## config.mk

```make
export PLATFORM = sky130hd
export DESIGN_NAME = mul32_seq_ctrl
export DESIGN_NICKNAME = d
export VERILOG_FILES = /design/src/rtl/mul_ctrl_pkg.sv /design/src/rtl/mul16.sv /design/src/rtl/mul_sign_unit.sv /design/src/rtl/mul32_seq_ctrl.sv
export SDC_FILE = /design/constraint.sdc
export NUM_CORES = 1
export LEC_CHECK = 0
export CORE_ASPECT_RATIO = 2
export CORE_MARGIN = 3
export CORE_UTILIZATION = 50
export DETAILED_ROUTE_END_ITERATION = 12
export PLACE_DENSITY = 0.74
export SLEW_MARGIN = 20
export SYNTH_ARGS = -nofsm -noshare
export SYNTH_HDL_FRONTEND = slang
export SYNTH_SLANG_ARGS = --single-unit
```

## constraint.sdc

```tcl
create_clock -name clk -period 12.5 [get_ports clk]
set_input_delay 1.25 -clock clk [delete_from_list [all_inputs] [get_ports clk]]
set_output_delay 1.25 -clock clk [all_outputs]
set_load 0.02 [all_outputs]
```

## src/rtl/mul_ctrl_pkg.sv

```systemverilog
// Shared definitions for the RV32M sequential multiply controller:
// op encodings, FSM states and the result latencies.
package mul_ctrl_pkg;

    typedef enum logic [1:0] {
        MUL_OP_MUL    = 2'b00,
        MUL_OP_MULH   = 2'b01,
        MUL_OP_MULHSU = 2'b10,
        MUL_OP_MULHU  = 2'b11
    } mul_op_t;

    typedef enum logic [2:0] {
        ST_IDLE = 3'd0,
        ST_P0   = 3'd1,
        ST_P1   = 3'd2,
        ST_P2   = 3'd3,
        ST_P3   = 3'd4,
        ST_FIX  = 3'd5,
        ST_DONE = 3'd6
    } state_t;

    // Edges from the accept edge (counted as the first) until resp_valid is high
    localparam int unsigned MUL_LAT_LO = 5;
    localparam int unsigned MUL_LAT_HI = 6;

endpackage

```

## src/rtl/mul16.sv

```systemverilog
// Unsigned 16x16 -> 32 multiplier core shared across the partial-product steps.
module mul16 (
    input  logic [15:0] a,
    input  logic [15:0] b,
    output logic [31:0] p
);

    assign p = a * b;

endmodule

```

## src/rtl/mul_sign_unit.sv

```systemverilog
// Operand magnitude and result-sign generation for MUL/MULH/MULHSU/MULHU.
module mul_sign_unit
    import mul_ctrl_pkg::*;
(
    input  logic [1:0]  op,
    input  logic [31:0] rs1,
    input  logic [31:0] rs2,
    output logic [31:0] mag1,
    output logic [31:0] mag2,
    output logic        neg
);

    logic sign1;
    logic sign2;

    always_comb begin
        sign1 = rs1[31] && ((op == MUL_OP_MULH) || (op == MUL_OP_MULHSU));
        sign2 = rs2[31] && (op == MUL_OP_MULH);
        // Two's complement of 0x80000000 is itself, which is the correct unsigned magnitude
        mag1  = sign1 ? (~rs1 + 32'd1) : rs1;
        mag2  = sign2 ? (~rs2 + 32'd1) : rs2;
        neg   = sign1 ^ sign2;
    end

endmodule

```

## src/rtl/mul32_seq_ctrl.sv

```systemverilog
// RV32M multiply sequencer: four 16x16 partial products accumulated into a
// 64-bit register over several cycles, then sign fix-up and handshake.
module mul32_seq_ctrl
    import mul_ctrl_pkg::*;
#(
    parameter int TAG_W = 5
) (
    input  logic             clk,
    input  logic             rst,
    input  logic             flush,
    input  logic             req_valid,
    output logic             req_ready,
    input  logic [1:0]       req_op,
    input  logic [31:0]      req_rs1,
    input  logic [31:0]      req_rs2,
    input  logic [TAG_W-1:0] req_tag,
    output logic             resp_valid,
    input  logic             resp_ready,
    output logic [31:0]      resp_data,
    output logic [TAG_W-1:0] resp_tag
);

    state_t           state;
    mul_op_t          op_q;
    logic [TAG_W-1:0] tag_q;
    logic [31:0]      a_q;
    logic [31:0]      b_q;
    logic             neg_q;
    logic [63:0]      acc;

    logic [31:0]      mag1;
    logic [31:0]      mag2;
    logic             neg;

    logic [15:0]      core_a;
    logic [15:0]      core_b;
    logic [31:0]      core_p;
    logic [63:0]      pp;
    logic [63:0]      acc_fix;

    mul_sign_unit u_sign (
        .op   (req_op),
        .rs1  (req_rs1),
        .rs2  (req_rs2),
        .mag1 (mag1),
        .mag2 (mag2),
        .neg  (neg)
    );

    mul16 u_mul (
        .a (core_a),
        .b (core_b),
        .p (core_p)
    );

    // Operand half selection and partial-product alignment follow the step
    always_comb begin
        core_a = '0;
        core_b = '0;
        pp     = '0;
        case (state)
            ST_P0: begin
                core_a = a_q[15:0];
                core_b = b_q[15:0];
                pp     = {32'd0, core_p};
            end
            ST_P1: begin
                core_a = a_q[15:0];
                core_b = b_q[31:16];
                pp     = {16'd0, core_p, 16'd0};
            end
            ST_P2: begin
                core_a = a_q[31:16];
                core_b = b_q[15:0];
                pp     = {16'd0, core_p, 16'd0};
            end
            ST_P3: begin
                core_a = a_q[31:16];
                core_b = b_q[31:16];
                pp     = {core_p, 32'd0};
            end
            default: ;
        endcase
    end

    assign acc_fix = neg_q ? (~acc + 64'd1) : acc;

    always_ff @(posedge clk or posedge rst) begin
        if (rst) begin
            state      <= ST_IDLE;
            op_q       <= MUL_OP_MUL;
            tag_q      <= '0;
            a_q        <= '0;
            b_q        <= '0;
            neg_q      <= 1'b0;
            acc        <= '0;
            req_ready  <= 1'b1;
            resp_valid <= 1'b0;
            resp_data  <= '0;
            resp_tag   <= '0;
        end else if (flush) begin
            state      <= ST_IDLE;
            req_ready  <= 1'b1;
            resp_valid <= 1'b0;
        end else begin
            case (state)
                ST_IDLE: begin
                    if (req_valid) begin
                        op_q      <= mul_op_t'(req_op);
                        tag_q     <= req_tag;
                        a_q       <= mag1;
                        b_q       <= mag2;
                        neg_q     <= neg;
                        acc       <= '0;
                        req_ready <= 1'b0;
                        state     <= ST_P0;
                    end
                end
                ST_P0: begin
                    acc   <= acc + pp;
                    state <= ST_P1;
                end
                ST_P1: begin
                    acc   <= acc + pp;
                    state <= ST_P2;
                end
                ST_P2: begin
                    acc   <= acc + pp;
                    // The AH*BH term lands entirely above bit 31, so MUL never needs it
                    state <= (op_q == MUL_OP_MUL) ? ST_FIX : ST_P3;
                end
                ST_P3: begin
                    acc   <= acc + pp;
                    state <= ST_FIX;
                end
                ST_FIX: begin
                    acc        <= acc_fix;
                    resp_data  <= (op_q == MUL_OP_MUL) ? acc_fix[31:0] : acc_fix[63:32];
                    resp_tag   <= tag_q;
                    resp_valid <= 1'b1;
                    state      <= ST_DONE;
                end
                ST_DONE: begin
                    if (resp_ready) begin
                        resp_valid <= 1'b0;
                        req_ready  <= 1'b1;
                        state      <= ST_IDLE;
                    end
                end
                default: begin
                    state     <= ST_IDLE;
                    req_ready <= 1'b1;
                end
            endcase
        end
    end

endmodule

```

==> impl_metrics.csv, run 1 <==
group,metric,value,unit
synth,synth-edff-count,0,
global_route,grt.total_usage,0.394,
pwr,power_density,105,nW/um^2
sta,setup_slack,0.642,ns
die,dieWidth,158,um
final_layout,fillers,4267,
final_layout,area.growth.synth_to_final,10.3,%
die,core,45300,um^2
setup_path,cpPeakStageDelay,0.92,ns
die,num_rows,110,
synth,synthesis.area_per_instance,7.99,um^2
synth,synthAdderAreaFrac,0.262,
route,routedWlPerCell,27.2,um
pwr,ir_worst_vdd,0.0000746,V
sta,worst_pin_slew,1.22,ns
global_route,grt_pass1_vias,22666,
route,dr.first_iter.drc_count,1747,
final_layout,postLayoutCellArea,25500,um^2
die,ios,115,
sta,slew_violations,0,
synth,yosys_most_used_dff,"dfrtp_1",
global_route,antenna_found_initial,4,
route,wl,95400,um
route,route.detailed.drc,0,
flow_run,maxCapViolCount,0,
route,viasPerCell,6.29,
synth,synth_seq_cells,178,
pwr,power,0.00268,W
synth,synthMuxAreaShare,0,
sta,period_share,0.949,
setup_path,critPathMaxFanout,37,
synth,synth_xor_area_frac,0.0770,
clock_tree,cts_inserted_buffers,17,
pwr,p_leak,11.7,nW
clock_tree,cts.path.max_buffers,2,
route,drt_first_pass_iters,6,
setup_path,end_kind,"register",
clock_tree,cts-root-buf,"clkbuf_16",
clock_tree,cts.clk_slew.worst_paths,0.08,ns
global_route,grt.overflow.total,0,
status,status,"complete, no violations",
die,start_util,0.510,
sta,rsz0062_at_grt,"no",
global_route,grt_pass1_wl,140000,um
clock_tree,ctsResizeCount,0,
route,vias,22017,
final_layout,drive_gt1_frac,0.0493,
route,antenna_left,0,
synth,yosysMostFrequentCell,"nand2_1",
die,die_area,48900,um^2
synth,syn_nets,3329,
place,hpwl,76100,um
clock_tree,cts_tree,"yes",
synth,yosys.cell_types.count,80,
synth,synth_top_family_by_area,"adder cells",
setup_path,path_class,"register to register",
clock_tree,post_cts_buffers,0,
sta,fin_setup_tns,0,ns
worst_hold_path,worstHoldPathType,"register to register",
sta,maxSlewHeadroom,0.184,
synth,netlist_instances,2887,
place,pre_cts_ws,1.06,ns
clock_tree,hold_buffers,0,
synth,yosys.area.top_type,"dfrtp_1",
final_layout,final_nets,3371,
setup_path,cp.required,12.84,ns
synth,synth-compound-area-share,0.218,
die,dieHeight,310,um
place,numPortBuffers,114,
setup_path,arrival,12.20,ns
setup_path,cp-start-kind,"register",
sta,fmax,84.3,MHz
global_route,grt_max_degree,113,
setup_path,cp_slowest_cell,"a22oi_1",
synth,yosys-top-cells-count,"nand2_1, inv_1, nor2_1",
synth,seq_area_frac_synth,0.193,
synth,synth.top_cell.area_share,0.192,
clock_tree,h-tree-depth,4,
synth,synth-simple-area-share,0.183,
synth,ys_async_sr_fraction,1.00,
setup_path,cpMostUsedCell,"fa_1",
synth,yosysWarnings,0,
sta,setup_viol,0,
synth,syn_area,23100,um^2
place,gp_congestion,1.04,
clock_tree,clk_latency,0.47,ns
sta,period_needed,11.86,ns
clock_tree,clock-sinks,178,
place,dpl_cell_area,24900,um^2
sta,finalHoldViolations,0,
synth,synth.area.top_cells,"dfrtp_1, fa_1, ha_1",
sta,fin_worst_skew,0.0102,ns
-- registers in the layout, indices dropped and copies added (netlist names) --
register    cells
tag_q           5
b_q            32
neg_q           1
state           3
resp_tag        5
req_ready       1
resp_data      32
acc            64
a_q            32
resp_valid      1
op_q            2
-- logic make-up (layout without fill, tap and decap cells) --
group           count (synthesis)  count (layout)
simple gates                  944             944
compound gates                781             781
buf+inv                       415             470
fa+ha+maj                     366             366
xor+xnor                      203             203
flops                         178             178
other cells                     0               1
-- power by group --
group / internal (W) / leakage [nW] / switching, W
logic: 0.000434 / 9.09 / 0.000941
registers: 0.000654 / 2.36 / 0.0000968
clock network: 0.000283 / 0.272 / 0.000271
total: 0.00137 / 11.7 / 0.00131
-- area by class of cell --
type                    count  area [um^2]  area share
diodes                      1         2.50   0.0000983
repair buffers            171         1570      0.0616
clock buffers              20          437      0.0172
flip-flops and latches    178         4460       0.175
multi-input cells        2294        17100       0.673
well taps                 560          701      0.0275
inverters                 267         1010      0.0396
clock inverters            12          140     0.00551
-- metrics by stage --
step | util | std cells | hold slack, ns
2_1_floorplan | - | 2887 | 0.439
3_3_place_gp | 0.549 | 3470 | 0.449
3_5_place_dp | 0.549 | 3470 | 0.459
4_1_cts | 0.562 | 3502 | 0.473
5_1_grt | 0.562 | 3503 | 0.494
6_report | 0.562 | 3503 | 0.469
-- final timing paths --
kind	slack (ns)	startpoint	cells after the start	endpoint
max in group asynchronous	9.64	rst	3	neg_q
min	0.47	tag_q[1]	2	resp_tag[1]
max reg2reg	0.64	state[2]	33	acc[61]
max	0.64	state[2]	33	acc[61]
min reg2reg	0.47	tag_q[1]	2	resp_tag[1]
min in group asynchronous	1.35	rst	2	resp_tag[3]
-- worst max-delay path, delay by kind of cell, from the launching register on --
family / cells / cell delay (ns)
flops: 1 / 0.66
fa+ha+maj: 8 / 3.99
compound gates: 10 / 3.31
buf+inv: 5 / 0.80
simple gates: 9 / 2.66
xor+xnor: 1 / 0.28
-- routing by layer --
layer / global-route usage / wire length, um
met5: 0 / 41
met4: 0.403 / 12700
met3: 0.0867 / 5810
met2: 0.692 / 48300
met1: 0.356 / 28600
-- placed cells by master (no fill, tap or decap), types with 112 or more instances in the layout --
cell type / n
nand2_1: 438
o21ai_0: 177
inv_1: 266
xnor2_1: 112
a21oi_1: 175
clkdlybuf4s50_1: 114
ha_1: 171
nor2_1: 250
fa_1: 195
dfrtp_1: 176
Note: power is estimated with default switching activity, not from simulation.
==> run 2: changes to the inputs <==
- MAX_ROUTING_LAYER: not set -> met4
==> run 2 against run 1 <==
  * Critical endpoint is now acc[62]
  * Worst setup slack lost 0.19 ns
  * Largest cell class unchanged
  * Clock power grew 7.0%
  * Sequential share of layout area shrank 0.12 points
  * Power grew 2.7%
  * Largest power group unchanged
==> impl_metrics.csv, run 2 (synthesis gave the netlist of run 1 again) <==
group,metric,value,unit
status,status,"complete, no violations",
setup_path,end_kind,"register",
place,hpwl,77900,um
clock_tree,clk_latency,0.48,ns
final_layout,area.growth.synth_to_final,11.1,%
pwr,combPwrFrac,0.511,
final_layout,drive_gt1_frac,0.0546,
setup_path,cp_slowest_cell,"o211ai_1",
pwr,power_density,107,nW/um^2
global_route,grt_pass1_vias,23064,
die,die_area,48900,um^2
route,viasPerCell,6.34,
final_layout,largest_register_ffs,64,
clock_tree,cts.clk_slew.worst_paths,0.09,ns
sta,finalHoldViolations,0,
sta,slew_violations,0,
clock_tree,cts-root-buf,"clkbuf_16",
die,start_util,0.510,
sta,period_needed,12.04,ns
place,numPortBuffers,114,
pwr,internal_power,0.00138,W
sta,maxSlewHeadroom,0.131,
clock_tree,cts_inserted_buffers,17,
pwr,p_sw,0.00138,W
final_layout,most-common-layout-cells,"nand2_1, inv_1, nor2_1",
setup_path,cp-start-kind,"register",
clock_tree,cts_tree,"yes",
sta,worst_pin_slew,1.29,ns
clock_tree,h-tree-depth,4,
clock_tree,cts.path.max_buffers,2,
setup_path,cpMostUsedCell,"fa_1",
clock_tree,clock-sinks,178,
global_route,grt.overflow.total,0,
route,wl,97100,um
pwr,p_leak,11.8,nW
global_route,grt_pass1_wl,145000,um
pwr,power_frac_seq,0.274,
route,route.detailed.drc,0,
final_layout,final_nets,3376,
die,dieWidth,158,um
worst_hold_path,worstHoldPathType,"register to register",
sta,setup_viol,0,
die,num_rows,110,
sta,fin_setup_tns,0,ns
route,dr.first_iter.drc_count,1898,
sta,period_share,0.964,
setup_path,cp.required,12.86,ns
final_layout,layout_commonest_cell,"nand2_1",
global_route,grt.total_usage,0.422,
sta,rsz0062_at_grt,"no",
pwr,power,0.00275,W
sta,fmax,83.0,MHz
flow_run,maxCapViolCount,0,
clock_tree,hold_buffers,0,
final_layout,fillers,4226,
pwr,clkPwrFrac,0.215,
die,ios,115,
pwr,ir_worst_vdd,0.0000929,V
route,antenna_left,0,
pwr,swShare,0.500,
setup_path,cpPeakStageDelay,0.94,ns
setup_path,arrival,12.40,ns
route,vias,22308,
route,drt_first_pass_iters,6,
setup_path,critPathMaxFanout,37,
setup_path,path_class,"register to register",
final_layout,top_register,"acc",
route,routedWlPerCell,27.6,um
global_route,grt_max_degree,114,
sta,fin_worst_skew,0.0155,ns
die,core,45300,um^2
die,dieHeight,310,um
global_route,antenna_found_initial,12,
place,gp_congestion,1.08,
## run 2: metal layers
layer	track usage	share of wire	vias to the layer above
li1	-	-	9938
met1	0.359	0.30	10749
met2	0.700	0.50	1089
met3	0.122	0.064	532
met4	0.434	0.14	0
met5	-	0	-
## run 2: cell type report
cell class,instances,area (um^2),area share
Multi-Input combinational cell,2294,17200,0.671
Sequential cell,178,4460,0.174
Timing Repair Buffer,176,1610,0.0627
Inverter,267,1010,0.0394
Tap cell,560,701,0.0273
Clock buffer,17,425,0.0166
Clock inverter,15,215,0.00840
Antenna cell,11,27.5,0.00107
## run 2: what timing repair did
item,in CTS,in global routing
setup endpoints to repair,0,1
buffers inserted,0,0
resized for setup,0,1
## run 2: power by group through the flow
stage	logic [W]	clock network, W	registers, W
final	0.00141	0.000593	0.000754
after global routing	0.00149	0.000616	0.000760
after CTS	0.00134	0.000594	0.000752
after global placement	0.00131	0	0.000759
after detailed placement	0.00133	0	0.000763
after floorplan	0.000831	0	0.000718
## run 2: critical path, delay by kind of cell, from the launching register on
family          cells  cell delay [ns]
compound gates     15             5.15
fa+ha+maj           8             3.74
simple gates        7             1.67
buf+inv             5             0.78
flops               1             0.57
## run 2: per-stage QoR
| stage | instance area, um^2 | utilization | hold slack, ns | setup WS, ns | instances |
|---|---|---|---|---|---|
| 2_1_floorplan | 23100 | - | 0.439 | 2.77 | 2887 |
| 3_3_place_gp | 24900 | 0.550 | 0.449 | 1.20 | 3475 |
| 3_5_place_dp | 24900 | 0.550 | 0.450 | 1.01 | 3475 |
| 4_1_cts | 25500 | 0.564 | 0.464 | 0.977 | 3507 |
| 5_1_grt | 25600 | 0.566 | 0.500 | 0.0450 | 3517 |
| 6_report | 25600 | 0.566 | 0.461 | 0.456 | 3518 |
## run 2: final timing paths
kind | startpoint | endpoint | slack (ns) | cells after the start
setup / recovery | state[2] | acc[62] | 0.46 | 35
hold / removal | tag_q[1] | resp_tag[1] | 0.46 | 2
setup reg to reg | state[2] | acc[62] | 0.46 | 35
hold reg to reg | tag_q[1] | resp_tag[1] | 0.46 | 2
max in group asynchronous | rst | resp_data[13] | 9.69 | 3
min in group asynchronous | rst | resp_tag[1] | 1.34 | 2
